<file path="config.mk">
export PLATFORM = sky130hd
export DESIGN_NAME = clock_divider_n_m
export DESIGN_NICKNAME = d
export VERILOG_FILES = /design/src/rtl/clock_divider_n_m.sv
export SDC_FILE = /design/constraint.sdc
export NUM_CORES = 1
export LEC_CHECK = 0
export BUFFER_PORTS_ARGS = -buffer_cell sky130_fd_sc_hd__buf_4
export CAP_MARGIN = 10
export CORE_AREA = 10 10 60 86
export DETAILED_ROUTE_END_ITERATION = 16
export DIE_AREA = 0 0 70 96
export SLEW_MARGIN = 0
export SYNTH_ARGS = -nofsm -noshare
export SYNTH_HDL_FRONTEND = slang
export SYNTH_SLANG_ARGS = --single-unit
export TNS_END_PERCENT = 100
</file>
<file path="constraint.sdc">
create_clock -name clkin -period 2.2 [get_ports clkin]
set_input_delay 0.33 -clock clkin [delete_from_list [all_inputs] [get_ports clkin]]
set_output_delay 0.33 -clock clkin [all_outputs]
set_load 0.02 [all_outputs]
</file>
<file path="src/rtl/clock_divider_n_m.sv">
// Run-time programmable clock divider: clkout = clkin / (div+1), retuned glitch-free through a req/ack handshake.
// Optional build macro CLKDIV_ODD_5050_EN adds a negedge flop that gives exact 50% duty for odd divisors.

module clock_divider_n_m #(
  parameter int unsigned WIDTH     = 4,
  parameter int unsigned RESET_DIV = 2,
  parameter bit          RESET_INV = 1'b0
) (
  input  logic             clkin,
  input  logic             reset,
  input  logic [WIDTH-1:0] div,
  input  logic             invert_in,
  input  logic             div_req,
  output logic             busy,
  output logic             div_ack,
  output logic             period_start,
  output logic             clkout
);

  localparam logic [WIDTH-1:0] RST_DIV_FIELD = WIDTH'(RESET_DIV - 1);
  localparam logic             RST_BYP       = (RESET_DIV == 1);
  localparam logic             RST_INV       = RST_BYP ? 1'b0 : RESET_INV;

  typedef enum logic [1:0] {
    S_IDLE   = 2'd0,
    S_PEND   = 2'd1,
    S_SWITCH = 2'd2
  } state_t;

  state_t           r_state;
  logic [WIDTH-1:0] r_div;
  logic             r_inv;
  logic             r_en;
  logic             r_byp_tgt;
  logic             r_byp;
  logic             r_run;
  logic [WIDTH-1:0] r_cnt;
  logic             r_clk_div;
  logic             r_period_start;
  logic             r_busy;
  logic             r_div_ack;
  logic [WIDTH-1:0] r_pend_div;
  logic             r_pend_inv;

  logic [WIDTH:0]   w_n;
  logic [WIDTH-1:0] w_half;
  logic             w_wrap;
  logic [WIDTH-1:0] w_cnt_nxt;
  logic             w_raw;
  logic             w_div_out;

  // N = r_div+1 is WIDTH+1 bits wide so that 2^WIDTH is representable
  assign w_n       = {1'b0, r_div} + (WIDTH+1)'(1);
  assign w_half    = WIDTH'(w_n >> 1);
  assign w_wrap    = (r_cnt == r_div);
  assign w_cnt_nxt = w_wrap ? '0 : r_cnt + WIDTH'(1);
  assign w_raw     = r_clk_div ^ r_inv;

  // Divided-clock engine plus request FSM; FSM overrides the engine on switch edges
  always_ff @(posedge clkin or posedge reset) begin : p_main
    if (reset) begin
      r_state        <= S_IDLE;
      r_div          <= RST_DIV_FIELD;
      r_inv          <= RST_INV;
      r_en           <= ~RST_BYP;
      r_byp_tgt      <= RST_BYP;
      r_run          <= 1'b0;
      r_cnt          <= '0;
      r_clk_div      <= RST_INV;
      r_period_start <= 1'b0;
      r_busy         <= 1'b0;
      r_div_ack      <= 1'b0;
      r_pend_div     <= '0;
      r_pend_inv     <= 1'b0;
    end else begin
      r_run     <= 1'b1;
      r_div_ack <= 1'b0;

      if (r_run) begin
        if (r_en && (r_state != S_SWITCH)) begin
          r_cnt          <= w_cnt_nxt;
          r_clk_div      <= (r_cnt < w_half) ^ r_inv;
          r_period_start <= (r_cnt == '0);
        end else begin
          r_cnt          <= '0;
          r_clk_div      <= 1'b0;
          r_period_start <= 1'b0;
        end
      end

      case (r_state)
        S_IDLE: begin
          if (div_req) begin
            r_pend_div <= div;
            r_pend_inv <= invert_in;
            r_busy     <= 1'b1;
            r_state    <= S_PEND;
          end
        end

        S_PEND: begin
          if (r_en) begin
            if (w_wrap) begin
              if (r_pend_div != '0) begin
                r_div     <= r_pend_div;
                r_inv     <= r_pend_inv;
                r_busy    <= 1'b0;
                r_div_ack <= 1'b1;
                r_state   <= S_IDLE;
              end else begin
                // Park the divided clock low so the negedge mux swap sees two low inputs
                r_clk_div <= 1'b0;
                r_inv     <= 1'b0;
                r_byp_tgt <= 1'b1;
                r_state   <= S_SWITCH;
              end
            end
          end else if (r_pend_div == '0) begin
            r_busy    <= 1'b0;
            r_div_ack <= 1'b1;
            r_state   <= S_IDLE;
          end else begin
            r_div     <= r_pend_div;
            r_byp_tgt <= 1'b0;
            r_state   <= S_SWITCH;
          end
        end

        S_SWITCH: begin
          if (r_byp == r_byp_tgt) begin
            r_busy    <= 1'b0;
            r_div_ack <= 1'b1;
            r_state   <= S_IDLE;
            if (r_byp_tgt) begin
              r_en  <= 1'b0;
              r_div <= '0;
            end else begin
              // First divided period starts on this edge: cnt 0 is consumed now
              r_en           <= 1'b1;
              r_inv          <= r_pend_inv;
              r_cnt          <= WIDTH'(1);
              r_clk_div      <= ~r_pend_inv;
              r_period_start <= 1'b1;
            end
          end
        end

        default: r_state <= S_IDLE;
      endcase
    end
  end

  // Bypass select moves only while clkin is low and the divided phase is low
  always_ff @(negedge clkin or posedge reset) begin : p_byp
    if (reset) begin
      r_byp <= RST_BYP;
    end else if (!w_raw) begin
      r_byp <= r_byp_tgt;
    end
  end

`ifdef CLKDIV_ODD_5050_EN
  logic r_raw_neg;
  logic w_odd;

  // Half-cycle delayed copy of the raw phase stretches the high time to N/2
  always_ff @(negedge clkin or posedge reset) begin : p_raw_neg
    if (reset) begin
      r_raw_neg <= 1'b0;
    end else begin
      r_raw_neg <= w_raw;
    end
  end

  assign w_odd     = r_en && !r_div[0] && (r_div != '0);
  assign w_div_out = w_odd ? ((w_raw | r_raw_neg) ^ r_inv) : r_clk_div;
`else
  assign w_div_out = r_clk_div;
`endif

  assign clkout       = r_byp ? (clkin & ~reset) : w_div_out;
  assign busy         = r_busy;
  assign div_ack      = r_div_ack;
  assign period_start = r_period_start;

endmodule

</file>
==> flow_summary.ini <==
[run_status]
status = finished with violations
violations = negative setup slack

[routing]
viasPerCell = 5.94
wl_um = 4330
first_iter_violations = 78
drc = 0
antenna_left = 0
via_count = 1391
firstDrtPassIters = 4
wire_per_inst_um = 18.5

[setup_path]
crit_slowest_cell = dfrtn_1
crit_chain = buf_6 > nand2_4 > o22ai_4 > buf_6
timing.rr.end = busy
crit_arrival_ps = 2330
criticalPathCategory = register to output pin
path_common_cell = buf_6
regToRegSetupSlack_ps = -420
crit_path_end_kind = output pin
r2r-start = r_byp
critPathLaunchType = register
slowest_delay_ps = 430
cp.required_ps = 1870
worstPathMaxFanout = 3
reg2regPathDepth = 6

[finish]
post-route-util_pct = 59.1
regArea_um2 = 603
drive_gt1_share_pct = 39.3
instances_no_fill = 234
diodes = 0
syn2layout_area_growth_pct = 38.1
n_fill_cell = 313
final_net_count = 213
multiInputGateArea_um2 = 1090

[grt]
grt_max_degree = 24
grt_pass1_wl_um = 7210
antenna_found_initial = 0
grt.overflow.total = 0
track_usage_pct = 13.6
grt_pass1_vias = 1439

[synth]
ys_ff_latch = 24
syn_nets = 179
ys.flop_type = dfrtp_1
seq_area_frac_synth_pct = 38.6
synthCells = 158
synth.distinct_cells = 47
synth_area_leaders = dfrtp_1 (34%), ha_1 (10%), mux2_2 (4.3%)
avgSynthCellArea_um2 = 9.88
synth_warnings = 0
yosysTopAreaCellShare_pct = 33.7
synthesis.area_um2 = 1560
yosysTopAreaCell = dfrtp_1
synth_edf_count = 0
synth.most_common_cell = dfrtp_1
synth_top_cells_by_count = dfrtp_1 (21), ha_1 (13), inv_1 (11)
async_flop_share_pct = 100

[floorplanning]
placeableCoreArea_um2 = 3650
initial_core_util_pct = 42.8
dieHeight_um = 96
die_w_um = 70
io_pins = 12
row_count = 27
dieArea_um2 = 6720

[timing]
rsz0062_at_grt = yes
setup_slack_ps = -464
tightest_slew_ps = 655
clock_skew_ps = 25.0
maxSlewViolCount = 0
setup_violations = 18
hold_ws_ps = 68.1
slew_headroom_pct = 56.0
finalHoldViolations = 0

[placement]
portBuffers = 11
dpl_worst_slack_ps = -344
place_congestion = 0.816
dpl.hpwl_um = 3000
dp_cells = 219

[power]
p_leak_nw = 0.965
p_total_mw = 3.39
peakVddDrop_mv = 1.13
powerDensity_nw_per_um2 = 1570

[worst_hold_path]
min_path_type = input port to async pin

[flow_run]
cap_violations = 0

[cts]
cts_tree = yes
ctsHoldBuffers = 0
clk_pin_slew_ps = 90
clkLatencyLatePin_ps = 400
-- per-stage QoR --
stage                     setup TNS, ps  area, um^2
after global placement            -2740        1780
after floorplan                   -1420        1580
after CTS                         -4060        2040
final                             -4610        2160
after global routing              -5400        2160
after detailed placement          -3120        1780
-- registers in the layout, summed over array words and instances (netlist names) --
register and flops:
r_pend_inv 1, busy 1, r_run 1, r_state 2
r_inv 1, r_en 1, r_pend_div 4, r_clk_div 1
period_start 1, div_ack 1, r_byp 1, r_div 4
r_cnt 4, r_byp_tgt 1
-- timing repair --
item                                    4_1_cts  5_1_grt
gates resized for setup                      22       14
setup buffers                                 5        4
pin swaps                                     8        7
cloned                                        0        0
endpoints found under the setup margin       18       20
-- metal layers --
metal	share of wire (%)	routed length, um	GRT usage [%]
met5	0	0	0
met4	2.4	103	7.92
met3	2.3	99	2.88
met2	57	2480	25.4
met1	38	1650	13.6
-- how the worst max path moves through the flow --
| stage | from | endpoint | cells past startpoint |
|---|---|---|---|
| after floorplan | r_byp | busy | 4 |
| after global placement | r_byp | r_clk_div | 5 |
| after detailed placement | r_byp | busy | 4 |
| after CTS | r_byp | clkout | 4 |
| after global routing | r_byp | clkout | 4 |
| final | r_byp | clkout | 4 |
-- critical path, delay by kind of cell (launching register included) --
kind                   cells  cell delay [ps]
AO/OA/AOI/OAI              1               90
buffers and inverters      2              270
flip-flops                 1              430
AND/OR/NAND/NOR            1               50
-- layout by cell type (no fill, tap or decap), types with 2 or more instances in the layout --
cell type | netlist | final
nand2_1 | 9 | 6
buf_6 | 0 | 5
a211oi_1 | 6 | 3
nand2b_1 | 3 | 3
a21oi_1 | 8 | 7
o211ai_1 | 2 | 2
mux2_2 | 6 | 5
a22o_1 | 4 | 4
a31oi_1 | 2 | 2
ha_1 | 13 | 13
dfstp_2 | 2 | 2
and3_1 | 3 | 3
xor2_1 | 7 | 5
inv_1 | 11 | 11
dfrtp_1 | 21 | 21
nor2_1 | 9 | 8
nor3_1 | 2 | 2
a221oi_2 | 0 | 2
buf_4 | 0 | 24
or3_1 | 3 | 2
nor4_2 | 1 | 2
clkbuf_8 | 0 | 6
a211oi_2 | 0 | 3
nand2_2 | 0 | 2
o21ai_0 | 5 | 4
nand3_1 | 7 | 6
a2111oi_4 | 0 | 2
-- report_power, final --
| group | switching, mW | leakage (nW) | internal [mW] |
|---|---|---|---|
| sequential | 0.180 | 0.296 | 0.623 |
| clock | 0.208 | 0.0744 | 0.393 |
| combinational | 1.05 | 0.594 | 0.928 |
-- logic make-up (layout without fill, tap and decap cells) --
family | Yosys count | after routing | share of synthesized area [%]
muxes | 6 | 6 | 4.33
AOI/OAI and AO/OA | 46 | 46 | 21.9
DFF | 24 | 24 | 38.6
xor gates and xnor gates | 8 | 8 | 4.49
buffers and inverters | 15 | 48 | 3.77
and+or+nand+nor | 45 | 45 | 16.3
other | 1 | 1 | 0.240
adders and majority gates | 13 | 13 | 10.4
-- final cells by class --
class	instances	area share, %
Clock buffer	7	4.35
Clock inverter	1	1.39
Inverter	11	1.92
Multi-Input combinational cell	119	50.5
Sequential cell	24	28.0
Tap cell	43	2.50
Timing Repair Buffer	29	11.4
(Power assumes the default switching activity.)
